--- src/rtl/cordic_post_fixup_if.sv ---
// ============================================================================
// Module      : cordic_post_fixup_if
// Description : Valid/ready result stream leaving cordic_post_fixup.
// Revision    : 1.0  initial release
// ============================================================================
`default_nettype none

interface cordic_post_fixup_if #(
    parameter int DATA_WIDTH    = 16,
    parameter int DEG_OUT_WIDTH = 17
);
    logic [DEG_OUT_WIDTH-1:0] degree_out;
    logic [DATA_WIDTH-1:0]    x_out;
    logic [DATA_WIDTH-1:0]    y_out;
    logic                     arctan_en_out;
    logic                     valid_out;
    logic                     ready_out;

    modport master (
        output degree_out, x_out, y_out, arctan_en_out, valid_out,
        input  ready_out
    );

    modport slave (
        input  degree_out, x_out, y_out, arctan_en_out, valid_out,
        output ready_out
    );
endinterface

`default_nettype wire

--- src/rtl/cordic_post_fixup.sv ---
// ============================================================================
// Module      : cordic_post_fixup
// Description : Undoes CORDIC quadrant folding, widens the angle and buffers
//               results in a small FIFO that absorbs sink backpressure.
//               Optional macro CORDIC_POST_STATS_EN adds accept/drop counters.
// Revision    : 1.0  initial release
// ============================================================================
`default_nettype none

module cordic_post_fixup #(
    parameter int DATA_WIDTH      = 16,
    parameter int DEG_IN_WIDTH    = 16,
    parameter int DEG_OUT_WIDTH   = 17,
    parameter int FRAC_WIDTH      = 8,
    parameter int FLIP_FLAG_WIDTH = 2,
    parameter int FIFO_DEPTH      = 4
) (
    input  wire logic                          clk,
    input  wire logic                          reset,
    input  wire logic [DEG_IN_WIDTH-1:0]       degree_in,
    input  wire logic [DATA_WIDTH-1:0]         x_in,
    input  wire logic [DATA_WIDTH-1:0]         y_in,
    input  wire logic [FLIP_FLAG_WIDTH-1:0]    flip_in,
    input  wire logic                          arctan_en_in,
    input  wire logic                          valid_in,
    input  wire logic                          clear_overflow,
    cordic_post_fixup_if.master                out_if,
    output logic                               overflow,
    output logic                               flip_err,
    output logic [$clog2(FIFO_DEPTH):0]        fifo_level
`ifdef CORDIC_POST_STATS_EN
    ,
    output logic [15:0]                        accept_count,
    output logic [15:0]                        drop_count
`endif
);

    localparam int c_PTR_W   = $clog2(FIFO_DEPTH);
    localparam int c_ENTRY_W = 1 + DEG_OUT_WIDTH + 2 * DATA_WIDTH;
    localparam logic [DEG_OUT_WIDTH-1:0]   c_DEG_180  = DEG_OUT_WIDTH'(180 * (2 ** FRAC_WIDTH));
    localparam logic [c_PTR_W:0]           c_FULL     = (c_PTR_W + 1)'(FIFO_DEPTH);
    localparam logic [DATA_WIDTH-1:0]      c_DATA_MIN = {1'b1, {(DATA_WIDTH-1){1'b0}}};
    localparam logic [DATA_WIDTH-1:0]      c_DATA_MAX = {1'b0, {(DATA_WIDTH-1){1'b1}}};
    localparam logic [FLIP_FLAG_WIDTH-1:0] c_FLIP_POS = FLIP_FLAG_WIDTH'(1);
    localparam logic [FLIP_FLAG_WIDTH-1:0] c_FLIP_NEG = FLIP_FLAG_WIDTH'(2);
    localparam logic [FLIP_FLAG_WIDTH-1:0] c_FLIP_RSV = {FLIP_FLAG_WIDTH{1'b1}};

    // ------------------------------------------------------------------
    // Stage 1: fold correction
    // ------------------------------------------------------------------
    logic [DEG_OUT_WIDTH-1:0] w_deg_ext;
    logic [DEG_OUT_WIDTH-1:0] w_deg_fix;
    logic [DATA_WIDTH-1:0]    w_x_neg;
    logic [DATA_WIDTH-1:0]    w_y_neg;
    logic [DATA_WIDTH-1:0]    w_x_fix;
    logic [DATA_WIDTH-1:0]    w_y_fix;
    logic [c_ENTRY_W-1:0]     w_fix_entry;

    logic                     r_s1_valid;
    logic [c_ENTRY_W-1:0]     r_s1_entry;
    logic                     r_flip_err;

    assign w_deg_ext = {{(DEG_OUT_WIDTH-DEG_IN_WIDTH){degree_in[DEG_IN_WIDTH-1]}}, degree_in};
    // The most negative value has no positive twin; clamp it to full scale.
    assign w_x_neg   = (x_in == c_DATA_MIN) ? c_DATA_MAX : -x_in;
    assign w_y_neg   = (y_in == c_DATA_MIN) ? c_DATA_MAX : -y_in;

    always_comb begin
        w_deg_fix = w_deg_ext;
        w_x_fix   = x_in;
        w_y_fix   = y_in;
        if (arctan_en_in) begin
            if (flip_in == c_FLIP_POS) begin
                w_deg_fix = w_deg_ext + c_DEG_180;
            end else if (flip_in == c_FLIP_NEG) begin
                w_deg_fix = w_deg_ext - c_DEG_180;
            end
        end else if ((flip_in == c_FLIP_POS) || (flip_in == c_FLIP_NEG)) begin
            w_x_fix = w_x_neg;
            w_y_fix = w_y_neg;
        end
    end

    assign w_fix_entry = {arctan_en_in, w_deg_fix, w_x_fix, w_y_fix};

    always_ff @(posedge clk) begin
        if (!reset) begin
            r_s1_valid <= 1'b0;
            r_s1_entry <= '0;
            r_flip_err <= 1'b0;
        end else begin
            r_s1_valid <= valid_in;
            if (valid_in) begin
                r_s1_entry <= w_fix_entry;
                if (flip_in == c_FLIP_RSV) begin
                    r_flip_err <= 1'b1;
                end
            end
        end
    end

    // ------------------------------------------------------------------
    // Stage 2: output FIFO
    // ------------------------------------------------------------------
    logic [c_ENTRY_W-1:0] r_mem [FIFO_DEPTH];
    logic [c_ENTRY_W-1:0] r_last;
    logic [c_ENTRY_W-1:0] w_head;
    logic [c_PTR_W-1:0]   r_wptr;
    logic [c_PTR_W-1:0]   r_rptr;
    logic [c_PTR_W:0]     r_level;
    logic                 r_overflow;
    logic                 w_empty;
    logic                 w_full;
    logic                 w_pop;
    logic                 w_drop;
    logic                 w_push;

    assign w_empty = (r_level == '0);
    assign w_full  = (r_level == c_FULL);
    assign w_pop   = !w_empty && out_if.ready_out;
    assign w_drop  = r_s1_valid && w_full && !w_pop;
    assign w_push  = r_s1_valid && !w_drop;

    always_ff @(posedge clk) begin
        if (!reset) begin
            for (int i = 0; i < FIFO_DEPTH; i++) begin
                r_mem[i] <= '0;
            end
            r_last     <= '0;
            r_wptr     <= '0;
            r_rptr     <= '0;
            r_level    <= '0;
            r_overflow <= 1'b0;
        end else begin
            if (w_push) begin
                r_mem[r_wptr] <= r_s1_entry;
                r_wptr        <= r_wptr + 1'b1;
            end
            if (w_pop) begin
                r_last <= r_mem[r_rptr];
                r_rptr <= r_rptr + 1'b1;
            end
            if (w_push && !w_pop) begin
                r_level <= r_level + 1'b1;
            end else if (!w_push && w_pop) begin
                r_level <= r_level - 1'b1;
            end
            if (w_drop) begin
                r_overflow <= 1'b1;
            end else if (clear_overflow) begin
                r_overflow <= 1'b0;
            end
        end
    end

    // While empty, keep presenting the most recently popped sample.
    assign w_head = w_empty ? r_last : r_mem[r_rptr];

    assign {out_if.arctan_en_out, out_if.degree_out, out_if.x_out, out_if.y_out} = w_head;
    assign out_if.valid_out = !w_empty;
    assign overflow         = r_overflow;
    assign flip_err         = r_flip_err;
    assign fifo_level       = r_level;

`ifdef CORDIC_POST_STATS_EN
    logic [15:0] r_accept_count;
    logic [15:0] r_drop_count;

    always_ff @(posedge clk) begin
        if (!reset) begin
            r_accept_count <= '0;
            r_drop_count   <= '0;
        end else begin
            if (w_push && (r_accept_count != 16'hFFFF)) begin
                r_accept_count <= r_accept_count + 16'd1;
            end
            if (w_drop) begin
                r_drop_count <= clear_overflow ? 16'd1 :
                                (r_drop_count != 16'hFFFF) ? r_drop_count + 16'd1 : r_drop_count;
            end else if (clear_overflow) begin
                r_drop_count <= '0;
            end
        end
    end

    assign accept_count = r_accept_count;
    assign drop_count   = r_drop_count;
`endif

endmodule

`default_nettype wire

--- src/flat_wrapper.sv ---
// flat-port wrapper written by rule: the top's interface ports become plain ports
module cordic_post_fixup_flat 
#(
    parameter int DATA_WIDTH      = 16,
    parameter int DEG_IN_WIDTH    = 16,
    parameter int DEG_OUT_WIDTH   = 17,
    parameter int FRAC_WIDTH      = 8,
    parameter int FLIP_FLAG_WIDTH = 2,
    parameter int FIFO_DEPTH      = 4
)
  (clk, reset, degree_in, x_in, y_in, flip_in, arctan_en_in, valid_in, clear_overflow, overflow, flip_err, fifo_level, out_if_degree_out, out_if_x_out, out_if_y_out, out_if_arctan_en_out, out_if_valid_out, out_if_ready_out);
  cordic_post_fixup_if #(.DATA_WIDTH(DATA_WIDTH), .DEG_OUT_WIDTH(DEG_OUT_WIDTH)) out_if_i ();
  input  wire logic clk;
  input  wire logic reset;
  input  wire logic [DEG_IN_WIDTH-1:0] degree_in;
  input  wire logic [DATA_WIDTH-1:0] x_in;
  input  wire logic [DATA_WIDTH-1:0] y_in;
  input  wire logic [FLIP_FLAG_WIDTH-1:0] flip_in;
  input  wire logic arctan_en_in;
  input  wire logic valid_in;
  input  wire logic clear_overflow;
  output logic overflow;
  output logic flip_err;
  output logic [$clog2(FIFO_DEPTH):0] fifo_level;
  output wire logic [$bits(out_if_i.degree_out)-1:0] out_if_degree_out;
  output wire logic [$bits(out_if_i.x_out)-1:0] out_if_x_out;
  output wire logic [$bits(out_if_i.y_out)-1:0] out_if_y_out;
  output wire logic [$bits(out_if_i.arctan_en_out)-1:0] out_if_arctan_en_out;
  output wire logic [$bits(out_if_i.valid_out)-1:0] out_if_valid_out;
  input wire logic [$bits(out_if_i.ready_out)-1:0] out_if_ready_out;
  assign out_if_degree_out = out_if_i.degree_out;
  assign out_if_x_out = out_if_i.x_out;
  assign out_if_y_out = out_if_i.y_out;
  assign out_if_arctan_en_out = out_if_i.arctan_en_out;
  assign out_if_valid_out = out_if_i.valid_out;
  assign out_if_i.ready_out = out_if_ready_out;
  cordic_post_fixup #(.DATA_WIDTH(DATA_WIDTH), .DEG_IN_WIDTH(DEG_IN_WIDTH), .DEG_OUT_WIDTH(DEG_OUT_WIDTH), .FRAC_WIDTH(FRAC_WIDTH), .FLIP_FLAG_WIDTH(FLIP_FLAG_WIDTH), .FIFO_DEPTH(FIFO_DEPTH)) u_core (.clk(clk), .reset(reset), .degree_in(degree_in), .x_in(x_in), .y_in(y_in), .flip_in(flip_in), .arctan_en_in(arctan_en_in), .valid_in(valid_in), .clear_overflow(clear_overflow), .out_if(out_if_i), .overflow(overflow), .flip_err(flip_err), .fifo_level(fifo_level));
endmodule
--- config.mk ---
export PLATFORM = sky130hd
export DESIGN_NAME = cordic_post_fixup_flat
export DESIGN_NICKNAME = d
export VERILOG_FILES = /design/src/rtl/cordic_post_fixup_if.sv /design/src/rtl/cordic_post_fixup.sv /design/src/flat_wrapper.sv
export SDC_FILE = /design/constraint.sdc
export NUM_CORES = 1
export LEC_CHECK = 0
export CAP_MARGIN = 30
export CORE_MARGIN = 2
export CORE_UTILIZATION = 58
export CTS_CLUSTER_SIZE = 14
export DETAILED_ROUTE_END_ITERATION = 8
export GPL_TIMING_DRIVEN = 0
export PLACE_DENSITY = 0.9
export SYNTH_ARGS = -nofsm -noshare
export SYNTH_HDL_FRONTEND = slang
export SYNTH_SLANG_ARGS = --single-unit
export TNS_END_PERCENT = 30
--- constraint.sdc ---
create_clock -name clk -period 3.7 [get_ports clk]
set_clock_uncertainty 0.2 [all_clocks]
set_input_delay 0.37 -clock clk [delete_from_list [all_inputs] [get_ports clk]]
set_output_delay 0.37 -clock clk [all_outputs]
set_load 0.1 [all_outputs]
# Yosys cells after proc, flatten, opt, wreduce, memory -nomap -nowiden
# Memory sizes are Yosys's and may differ from the RTL's. A register that Yosys moved wholly into a read port is not among the register bits.
# Cells that the tools add are included.
# classes
shift	0
add_sub_neg	8
muxes	23
bitwise	0
reduce_logical	16
n_mul	0
div	0
eq_ne	6
magnitude_cmp	0
# ops
operator	n
$mux W50	2
$mux W16	6
$mux W17	3
$reduce_or A50 Y1	1
$eq A16 B16 Y1 const B	2
$neg A16 Y16	2
$add A17 B16 Y17 const B	1
$sub A17 B16 Y17 const B	1
$mux W1	7
$logic_and A1 B1 Y1	6
$mux W2	3
$mux W3	2
$add A2 B1 Y2 const B	2
$eq A2 B2 Y1 const B	2
$logic_not A1 Y1	4
$reduce_bool A2 Y1	2
$add A3 B1 Y3 const B	1
$eq A3 B3 Y1 const B	1
$logic_not A3 Y1	1
$sub A3 B1 Y3 const B	1
$eq A2 B1 Y1 const B	1
$reduce_and A2 Y1	1
$logic_or A1 B1 Y1	1
# word_totals
mem_count	1
latchBits	0
elab_cells	62
in_bits	56
ram_bits	200
regBits	110
mem_bits_ro	0
# mem_list
name	depth	width	rd	rd_ports_with_merged_regs	write_ports	line	rtl
u_core.r_mem	4	50	1	1	4	cordic_post_fixup.sv:105	logic [c_ENTRY_W-1:0] r_mem [FIFO_DEPTH];

# Depth between registers and ports, before layout
# Gate-level depths: netlist of run 1.
# logic_depth
depth_word	12
depth_mapped	12

# Least setup slack after synthesis of run 1
# Ideal clock, no wire load.
# synth_path
path_kind	register -> register
start	reg u_core.r_level[0], in the netlist u_core.fifo_level[0]
end	mem u_core.r_mem[0][0] in the netlist's numbering, enable pin
stages_incl_launch_ff	8
period_less_slack_ps	4087
arrival_ps	3471
n_path_buf	1
setup_slack_ps	-387
required_ps	3084
path_cell_list	dfxtp_1 nor4b_1 nand2b_1 inv_1 nand2_1 nor3_1 clkbuf_1 nand2b_1
# synth_rtl
element	line	rtl
start: declaration	cordic_post_fixup.sv:110	logic [c_PTR_W:0] r_level;
start signal: assignment	cordic_post_fixup.sv:144	r_level <= r_level + 1'b1;
start signal: assignment	cordic_post_fixup.sv:146	r_level <= r_level - 1'b1;
end: declaration	cordic_post_fixup.sv:105	

# Worst setup path after layout of run 1
# layout_path
start	reg u_core.r_level[0], in the netlist u_core.fifo_level[0]
end	out out_if_y_out[2]
# layout_via
elab_chain_len	2
# layout_lines
element	line	rtl
$logic_not A3 Y1	cordic_post_fixup.sv:118	assign w_empty = (r_level == '0);
$mux W50	cordic_post_fixup.sv:157	assign w_head = w_empty ? r_last : r_mem[r_rptr];
end: declaration	flat_wrapper.sv:27	output wire logic [$bits(out_if_i.y_out)-1:0] out_if_y_out;
# Every way passes these cells.

==> results of run 1 <==
[routing by layer]
layer	part of all wire, %	global-route usage (%)	up-vias
met5	0	0	-
met4	5.6	15.8	0
met2	49	50.4	713
met1	35	35.9	4802
li1	-	-	4435
met3	11	6.24	176
[power by group through the flow]
stage	sequential [mW]	clock (mW)	combinational, mW
floorplan	4.31	0	4.45
global placement	4.22	0	5.87
detailed placement	4.24	0	5.98
CTS	4.17	2.99	5.86
global route	4.20	3.12	6.04
finish	4.18	3.00	5.85
[path summary, 6_finish.rpt]
check / endpoint / slack (ns) / depth (start not counted)
min: u_core.r_s1_entry[49]$_SDFFE_PN0P_ / 0.08 / 3
max reg2reg: u_core.fifo_level[2]$_SDFFE_PN0P_ / 0.03 / 12
min reg2reg: u_core.r_last[16]$_SDFFE_PN0N_ / 0.25 / 2
max: out_if_y_out[2] / -0.09 / 5
[synthesized netlist by cell type, drive strengths merged, types with 6 or more instances]
master  count
clkbuf     52
xnor2      16
mux2i      12
edfxtp    200
xor2       20
mux4       50
buf        24
and2       50
mux2       50
dfxtp     112
a21oi      89
inv        54
nor2      153
nand2     171
ha          8
nor4        6
o21ai      45
[sequential cells by signal, summed over array words and instances, names as in the netlist, 2 cells and up, named ones only]
| register | count |
|---|---|
| u_core.r_rptr | 2 |
| u_core.r_last | 50 |
| u_core.r_wptr | 2 |
| u_core.fifo_level | 3 |
| u_core.r_s1_entry | 50 |
| u_core.r_mem | 200 |
[layout make-up]
class	instances	area (um^2)	share of cell area [%]
tap	319	399	2.47
clock buffer	38	812	5.02
clock inverter	18	141	0.873
multi-input combinational	736	4980	30.8
inverter	54	203	1.25
sequential	312	8250	50.9
timing repair buffer	115	1090	6.75
buffer	76	312	1.92
[kinds of logic (layout without fill, tap and decap cells)]
logic type                 Yosys count  count (layout)  share of synthesized area [%]
xor gates and xnor gates            36              36                           2.30
AOI/OAI and AO/OA                  163             163                           6.57
buffers and inverters              130             301                           3.73
and+or+nand+nor                    416             416                           13.2
DFF                                312             312                           60.1
adders and majority gates            9               9                          0.875
muxes                              112             112                           13.2
[per-stage QoR]
stage | setup WS [ns] | utilization, % | area, um^2 | setup TNS [ns] | hold slack (ns)
2_1_floorplan | -0.119 | - | 13700 | -2.04 | 0.234
3_3_place_gp | -1.21 | 65.3 | 15200 | -199.42 | 0.239
3_5_place_dp | -0.233 | 65.7 | 15300 | -14.14 | 0.244
4_1_cts | -0.202 | 69.8 | 16300 | -3.88 | 0.0668
5_1_grt | -0.0750 | 69.4 | 16200 | -0.639 | 0.148
6_report | -0.0897 | 69.4 | 16200 | -0.717 | 0.0777
[worst max-delay path, stage by stage (launching register included)]
cell	delay [ns]
dfxtp_1	0.45
or3_1	0.15
clkbuf_1	0.50
clkbuf_1	0.63
mux2_2	0.45
clkdlybuf4s15_2	0.48
==> flow_metrics.env, run 1 <==
export IMPL_drv_cap=0
export IMPL_place_congestion=0.854
export IMPL_post_cts_buffers=0
export IMPL_fill_cells=1479
export IMPL_finalWirelength_mm=36.7
export IMPL_cp_end_kind="output port"
export IMPL_most_common_layout_cells="200 x edfxtp_1, 168 x nand2_1, 152 x nor2_1"
export IMPL_fp_dieH_um=158
export IMPL_initial_utilization_pct=58.8
export IMPL_required_ns=3.13
export IMPL_hold_buffers=0
export IMPL_p_int_mw=7.20
export IMPL_ir_drop_mv=0.709
export IMPL_firstDrtPassIters=8
export IMPL_pwr_density_cell_nw_per_um2=804
export IMPL_pwr_share_comb_pct=44.9
export IMPL_cp_max_fo=10
export IMPL_r2r_start="u_core.fifo_level[0]$_SDFFE_PN0P_"
export IMPL_ys_ff_latch=312
export IMPL_final_common_cell="edfxtp_1"
export IMPL_first_iter_violations=1301
export IMPL_post_synth_top_area_cell="edfxtp_1"
export IMPL_boundaryPins=112
export IMPL_grt_antenna_before_repair=0
export IMPL_relSlewSlack_pct=21.0
export IMPL_grt_max_degree=51
export IMPL_root_buffer="clkbuf_16"
export IMPL_row_count=56
export IMPL_final_period_utilization_pct=102
export IMPL_sequentialPowerShare_pct=32.1
export IMPL_viasPerCell=6.07
export IMPL_cts_max_path_buffers=3
export IMPL_numPortBuffers=110
export IMPL_period_minus_slack_ns=3.79
export IMPL_clkSlewWorstSetupHoldPaths_ns=0.06
export IMPL_areaGrowthSynthToFinish_pct=18.0
export IMPL_yosys_warnings=0
export IMPL_synth_area_top_cells="edfxtp_1 44%, dfxtp_1 16%, mux4_2 8.2%"
export IMPL_p_clk_share_pct=23.0
export IMPL_setup_slack_ns=-0.0897
export IMPL_final_hold_viol_count=0
export IMPL_hp_start="arctan_en_in"
export IMPL_switching_share_pct=44.7
export IMPL_grt_pass1_wl_mm=55.6
export IMPL_tightestPinTransition_ns=1.18
export IMPL_die_area_um2=24900
export IMPL_violations="negative setup slack"
export IMPL_fin_nets=1390
export IMPL_route_detailed_drc=0
export IMPL_max_freq_ghz=0.264
export IMPL_maxSlewViolCount=0
export IMPL_outcome="complete, but fails checks"
export IMPL_wl_per_cell_um=22.0
export IMPL_drive_above_1_share_pct=16.9
export IMPL_placed_cells=1611
export IMPL_ys_flop_type="edfxtp_1"
export IMPL_h_tree_depth=1
export IMPL_synthCells=1178
export IMPL_core_area_um2=23300
export IMPL_grt_usage_pct=29.7
export IMPL_cts_resized=92
export IMPL_power_mw=13.0
export IMPL_vias=10126
export IMPL_synth_edf_count=200
export IMPL_gr_total_overflow=0
export IMPL_crit_type="reg2out"
export IMPL_async_flop_share_pct=0
export IMPL_clkLatencyLatePin_ns=0.55
export IMPL_diodes=0
export IMPL_syn_avg_cell_area_um2=11.7
export IMPL_rsz0062_at_grt="true"
export IMPL_worst_ep_arrival_time_ns=3.22
export IMPL_p_leak_nw=6.10
export IMPL_cp_startpoint="u_core.fifo_level[0]$_SDFFE_PN0P_"
export IMPL_dieWidth_um=158
export IMPL_netSwitchingPower_mw=5.83
export IMPL_synth_cell_types=48
export IMPL_ys_seq_area_share_pct=60.1
export IMPL_syn_num_nets=1243
export IMPL_final_cells=1668
export IMPL_cts_sinks=312
export IMPL_grt_pass1_vias=10297
export IMPL_syn_area_um2=13700
export IMPL_numCtsBuffers=30
export IMPL_cts_tree="yes"
export IMPL_hpwl_mm=23.2
export IMPL_final_antenna_net_count=0
export IMPL_hp_class="in2reg"
export IMPL_cp_start_kind="register"
export IMPL_synth_top_area_share_pct=43.8
export IMPL_setup_viol=13
Note: power is estimated with default switching activity, not from simulation.
==> run 2, diff against run 1 <==
--- a/config.mk
+++ b/config.mk
@@ -11,7 +11,8 @@
 export CTS_CLUSTER_SIZE = 14
 export DETAILED_ROUTE_END_ITERATION = 8
 export GPL_TIMING_DRIVEN = 0
-export PLACE_DENSITY = 0.9
+export MAX_ROUTING_LAYER = met4
+export PLACE_DENSITY = 0.82
 export SYNTH_ARGS = -nofsm -noshare
 export SYNTH_HDL_FRONTEND = slang
 export SYNTH_SLANG_ARGS = --single-unit
==> run 2 against run 1 <==
The run still ends with negative setup slack left. Worst setup slack better by 0.051 ns. Cell count decreased by 0.12%. Sequential share of layout area increased by 0.23 points. Global-route usage fell by 1.2 points. Critical endpoint is now out_if_degree_out[0]. Count of clock-buffer cells in the layout up 12. Via count shrank 4.0%. Register-to-register slack better by 0.04 ns.
==> flow_metrics.env, run 2 (same netlist as run 1, synthesis figures left out) <==
export IMPL_outcome="complete, but fails checks"
export IMPL_violations="negative setup slack"
export IMPL_drive_above_1_share_pct=16.3
export IMPL_period_minus_slack_ns=3.74
export IMPL_maxSlewViolCount=0
export IMPL_clkLatencyLatePin_ns=0.57
export IMPL_switching_share_pct=44.4
export IMPL_worst_ep_arrival_time_ns=3.17
export IMPL_firstDrtPassIters=6
export IMPL_numPortBuffers=110
export IMPL_final_common_cell="edfxtp_1"
export IMPL_viasPerCell=5.83
export IMPL_pwr_share_comb_pct=44.5
export IMPL_tightestPinTransition_ns=1.07
export IMPL_most_common_layout_cells="200 x edfxtp_1, 168 x nand2_1, 152 x nor2_1"
export IMPL_cts_max_path_buffers=3
export IMPL_route_detailed_drc=0
export IMPL_fin_tns_setup_ns=-0.380
export IMPL_initial_utilization_pct=58.8
export IMPL_setup_viol=15
export IMPL_cts_sinks=312
export IMPL_hold_slack_ns=0.0507
export IMPL_p_int_mw=7.14
export IMPL_netSwitchingPower_mw=5.69
export IMPL_core_area_um2=23300
export IMPL_fill_cells=1592
export IMPL_largest_reg_flops=200
export IMPL_final_antenna_net_count=0
export IMPL_place_ws_ns=-0.365
export IMPL_regMostFlops="u_core.r_mem"
export IMPL_ir_drop_mv=0.583
export IMPL_numCtsBuffers=30
export IMPL_grtUsageMet2_pct=47.4
export IMPL_row_count=56
export IMPL_hold_buffers=0
export IMPL_met3_usage_pct=4.24
export IMPL_grt_max_degree=51
export IMPL_die_area_um2=24900
export IMPL_cp_start_kind="register"
export IMPL_relSlewSlack_pct=29.0
export IMPL_p_clk_share_pct=23.1
export IMPL_final_period_utilization_pct=101
export IMPL_cts_tree="yes"
export IMPL_drv_cap=0
export IMPL_sequentialPowerShare_pct=32.5
export IMPL_path_cells="or3_1 -> clkbuf_1 -> clkbuf_1 -> mux2_2 -> clkdlybuf4s15_2"
export IMPL_finalWirelength_mm=34.0
export IMPL_root_buffer="clkbuf_16"
export IMPL_cp_max_fo=10
export IMPL_fp_dieH_um=158
export IMPL_grtUsageMet1_pct=35.7
export IMPL_vias=9719
export IMPL_rsz0062_at_grt="true"
export IMPL_clkSlewWorstSetupHoldPaths_ns=0.06
export IMPL_required_ns=3.13
export IMPL_busiest_layer="met2"
export IMPL_areaGrowthSynthToFinish_pct=17.4
export IMPL_crit_top_cell="clkbuf_1"
export IMPL_dieWidth_um=158
export IMPL_post_cts_buffers=0
export IMPL_boundaryPins=112
export IMPL_diodes=0
export IMPL_place_congestion=0.849
export IMPL_p_leak_nw=6.08
export IMPL_final_hold_viol_count=0
export IMPL_h_tree_depth=1
export IMPL_grt_pass1_wl_mm=51.9
export IMPL_slowest_stage="clkbuf_1"
export IMPL_placed_cells=1610
export IMPL_slowest_delay_ns=0.59
export IMPL_grt_usage_pct=28.5
export IMPL_gr_total_overflow=0
export IMPL_final_cells=1666
export IMPL_crit_type="reg2out"
export IMPL_cp_end_kind="output port"
export IMPL_fin_nets=1388
export IMPL_pwr_density_cell_nw_per_um2=796
export IMPL_max_freq_ghz=0.267
export IMPL_top_regs="u_core.r_mem: 200 flops, u_core.r_last: 50 flops, u_core.r_s1_entry: 50 flops"
export IMPL_hp_class="in2reg"
export IMPL_first_iter_violations=969
export IMPL_wl_per_cell_um=20.4
export IMPL_grt_pass1_vias=9658
export IMPL_hpwl_mm=22.3
export IMPL_grt_antenna_before_repair=0
export IMPL_setup_slack_ns=-0.0387
==> run 2: cell count changes in the layout (fill, tap and decap cells not counted) <==
cell	previous run	this run
clkdlybuf4s15_2	20	15
clkinv_2	11	5
clkbuf_1	56	61
buf_8	1	0
clkbuf_8	1	7
clkinv_1	4	1
dlygate4sd2_1	3	7
buf_12	2	3
inv_8	1	0
buf_16	2	0
bufinv_16	2	0
clkbuf_2	30	32
==> run 2: path summary, 6_finish.rpt <==
path                                                         from                                 end  slack [ns]  cells past startpoint
worst max-delay path            u_core.fifo_level[0]$_SDFFE_PN0P_                out_if_degree_out[0]       -0.04                      5
worst min-delay path                                 arctan_en_in  u_core.r_s1_entry[49]$_SDFFE_PN0P_        0.05                      3
worst min register to register     u_core.r_last[22]$_SDFFE_PN0N_      u_core.r_last[22]$_SDFFE_PN0N_        0.25                      2
worst max register to register  u_core.fifo_level[0]$_SDFFE_PN0P_   u_core.fifo_level[2]$_SDFFE_PN0P_        0.07                     12
==> run 2: through the flow <==
step / util (%) / total power [mW] / cell area (um^2)
4_1_cts: 69.5 / 12.9 / 16200
2_1_floorplan: - / 8.76 / 13700
3_3_place_gp: 65.3 / 10.1 / 15200
3_5_place_dp: 65.6 / 10.2 / 15300
5_1_grt: 69.1 / 13.2 / 16100
6_report: 69.1 / 12.8 / 16100
==> run 2: routing by layer <==
layer | part of all wire [%] | up-vias
li1 | - | 4417
met1 | 38 | 4682
met2 | 50 | 507
met3 | 8.8 | 113
met4 | 3.6 | 0
met5 | 0 | -
==> run 2: timing repair <==
| action | CTS | global route |
|---|---|---|
| endpoints found under the setup margin | 51 | 97 |
| gates resized for setup | 82 | 63 |
| gates cloned | 0 | 0 |
==> run 2: critical path, delay by kind of cell, from the launching register on <==
family        cells  cell delay [ns]
buf+inv           3             1.58
flops             1             0.45
mux               1             0.43
simple gates      1             0.15
==> run 2: layout make-up <==
cell class / instances / area [um^2] / area share [%]
inverters: 54 / 203 / 1.26
repair buffers: 113 / 1030 / 6.36
well taps: 319 / 399 / 2.48
flip-flops and latches: 312 / 8250 / 51.2
plain buffers: 76 / 313 / 1.94
clock buffers: 50 / 917 / 5.69
multi-input cells: 736 / 4980 / 30.9
clock inverters: 6 / 28.8 / 0.179
==> run 2: power groups by stage <==
| stage | clock [mW] | sequential, mW | combinational (mW) |
|---|---|---|---|
| 3_5_place_dp | 0 | 4.23 | 5.92 |
| 3_3_place_gp | 0 | 4.22 | 5.86 |
| 6_report | 2.96 | 4.16 | 5.70 |
| 2_1_floorplan | 0 | 4.31 | 4.45 |
| 5_1_grt | 3.08 | 4.19 | 5.95 |
| 4_1_cts | 2.96 | 4.16 | 5.76 |
==> run 3, diff against run 2 <==
--- a/config.mk
+++ b/config.mk
@@ -13,6 +13,7 @@
 export GPL_TIMING_DRIVEN = 0
 export MAX_ROUTING_LAYER = met4
 export PLACE_DENSITY = 0.82
+export SKIP_LAST_GASP = 1
 export SYNTH_ARGS = -nofsm -noshare
 export SYNTH_HDL_FRONTEND = slang
 export SYNTH_SLANG_ARGS = --single-unit
==> run 3 against run 2 <==
The flow still finishes with violations (negative setup slack). Routed wire length grew 0.28%. Core utilization is essentially flat. Cell count is the same. Fmax shrank 0.34%. Global-route usage is the same. Non-clock buffer count is the same. Sequential power is essentially flat. Total power is essentially flat. First-iteration DRC count shrank 2.9%. Worst setup slack lost 0.013 ns. Largest power group unchanged.
==> flow_metrics.env, run 3 (same netlist as run 1, synthesis figures left out) <==
export IMPL_required_ns=3.13
export IMPL_fin_util_pct=69.1
export IMPL_top_regs="u_core.r_mem: 200 flops, u_core.r_last: 50 flops, u_core.r_s1_entry: 50 flops"
export IMPL_slowest_delay_ns=0.85
export IMPL_met2_length_mm=16.9
export IMPL_cp_end_kind="output port"
export IMPL_path_cells="or3_1 -> clkbuf_1 -> clkbuf_2 -> mux2_2 -> dlygate4sd2_1"
export IMPL_grt_max_degree=51
export IMPL_rsz0062_at_grt="true"
export IMPL_cp_start_kind="register"
export IMPL_grt_antenna_before_repair=0
export IMPL_numPortBuffers=110
export IMPL_post_cts_buffers=0
export IMPL_violations="negative setup slack"
export IMPL_drv_cap=0
export IMPL_wl_met1_mm=12.8
export IMPL_dieWidth_um=158
export IMPL_wl_per_cell_um=20.5
export IMPL_clkSlewWorstSetupHoldPaths_ns=0.06
export IMPL_grt_usage_pct=28.5
export IMPL_numCtsBuffers=30
export IMPL_setup_viol=65
export IMPL_root_buffer="clkbuf_16"
export IMPL_power_mw=12.8
export IMPL_final_antenna_net_count=0
export IMPL_worst_ep_arrival_time_ns=3.18
export IMPL_h_tree_depth=1
export IMPL_outcome="complete, but fails checks"
export IMPL_first_iter_violations=941
export IMPL_most_common_layout_cells="200 x edfxtp_1, 168 x nand2_1, 152 x nor2_1"
export IMPL_pwr_density_cell_nw_per_um2=796
export IMPL_multi_input_area_um2=4980
export IMPL_tightestPinTransition_ns=1.05
export IMPL_dr_max_layer_used="met4"
export IMPL_fp_dieH_um=158
export IMPL_fin_tns_setup_ns=-2.22
export IMPL_fill_cells=1594
export IMPL_max_freq_ghz=0.267
export IMPL_hp_class="in2reg"
export IMPL_finalWirelength_mm=34.1
export IMPL_die_area_um2=24900
export IMPL_cts_max_path_buffers=3
export IMPL_viasPerCell=5.86
export IMPL_relSlewSlack_pct=30.3
export IMPL_core_area_um2=23300
export IMPL_vias=9756
export IMPL_ir_drop_mv=0.583
export IMPL_period_minus_slack_ns=3.75
export IMPL_final_period_utilization_pct=101
export IMPL_seqCellArea_um2=8250
export IMPL_firstDrtPassIters=5
export IMPL_drive_above_1_share_pct=16.3
export IMPL_cts_sinks=312
export IMPL_gr_total_overflow=0
export IMPL_grt_pass1_vias=9658
export IMPL_fin_nets=1388
export IMPL_diodes=0
export IMPL_grt_pass1_wl_mm=51.9
export IMPL_place_ws_ns=-0.365
export IMPL_boundaryPins=112
export IMPL_cp_max_fo=10
export IMPL_hpwl_mm=22.3
export IMPL_final_cells=1666
export IMPL_maxSlewViolCount=0
export IMPL_crit_family="buffers and inverters"
export IMPL_areaGrowthSynthToFinish_pct=17.4
export IMPL_crit_type="reg2out"
export IMPL_regMostFlops="u_core.r_mem"
export IMPL_hold_buffers=0
export IMPL_p_leak_nw=6.07
export IMPL_clkLatencyLatePin_ns=0.56
export IMPL_cts_tree="yes"
export IMPL_slowest_stage="dlygate4sd2_1"
export IMPL_row_count=56
export IMPL_final_hold_viol_count=0
export IMPL_met3_length_mm=3.09
export IMPL_setup_slack_ns=-0.0516
export IMPL_final_common_cell="edfxtp_1"
export IMPL_placed_cells=1610
export IMPL_largest_reg_flops=200
export IMPL_cp_num_buf_inv=3
export IMPL_initial_utilization_pct=58.8
export IMPL_route_detailed_drc=0
export IMPL_place_congestion=0.849
[run 3: path summary, 6_finish.rpt]
check | to | slack, ns | startpoint | cells past startpoint
min | u_core.r_s1_entry[49]$_SDFFE_PN0P_ | 0.06 | arctan_en_in | 3
min reg2reg | u_core.r_last[22]$_SDFFE_PN0N_ | 0.25 | u_core.r_last[22]$_SDFFE_PN0N_ | 2
max reg2reg | u_core.r_mem[0][42]$_SDFFCE_PN0P_ | -0.05 | u_core.fifo_level[0]$_SDFFE_PN0P_ | 7
max | out_if_y_out[8] | -0.05 | u_core.fifo_level[0]$_SDFFE_PN0P_ | 5
[run 3: final cells by class]
cell class / instances / area share [%]
buffer: 76 / 1.94
multi-input combinational: 736 / 30.9
clock buffer: 50 / 5.69
sequential: 312 / 51.2
inverter: 54 / 1.26
timing repair buffer: 113 / 6.37
tap: 319 / 2.48
clock inverter: 6 / 0.179
[run 3: where the power goes]
group	total [mW]	internal [mW]	switching, mW	leakage (nW)
sequential	4.16	4.01	0.153	2.99
clock	2.95	1.68	1.27	0.468
combinational	5.71	1.45	4.26	2.61
total	12.8	7.14	5.69	6.07
[run 3: layer usage]
layer,vias to the layer above,global-route usage [%]
li1,4410,-
met1,4721,35.7
met2,509,47.4
met3,116,4.24
met4,0,11.1
met5,-,-
[run 3: through the flow]
stage          hold WS, ns  cell area [um^2]
4_1_cts             0.0376             16200
6_report            0.0586             16100
5_1_grt              0.113             16100
3_5_place_dp         0.244             15300
2_1_floorplan        0.234             13700
3_3_place_gp         0.239             15200
[run 3: worst reg2reg max path, delay by kind of cell, from the launching register on]
family                 cells  cell delay (ns)
and+or+nand+nor            5             2.04
buffers and inverters      2             0.67
DFF                        1             0.45
[run 3: timing repair]
action,CTS,global route
cloned,0,0
endpoints found under the setup margin,51,97
resized for setup,82,62
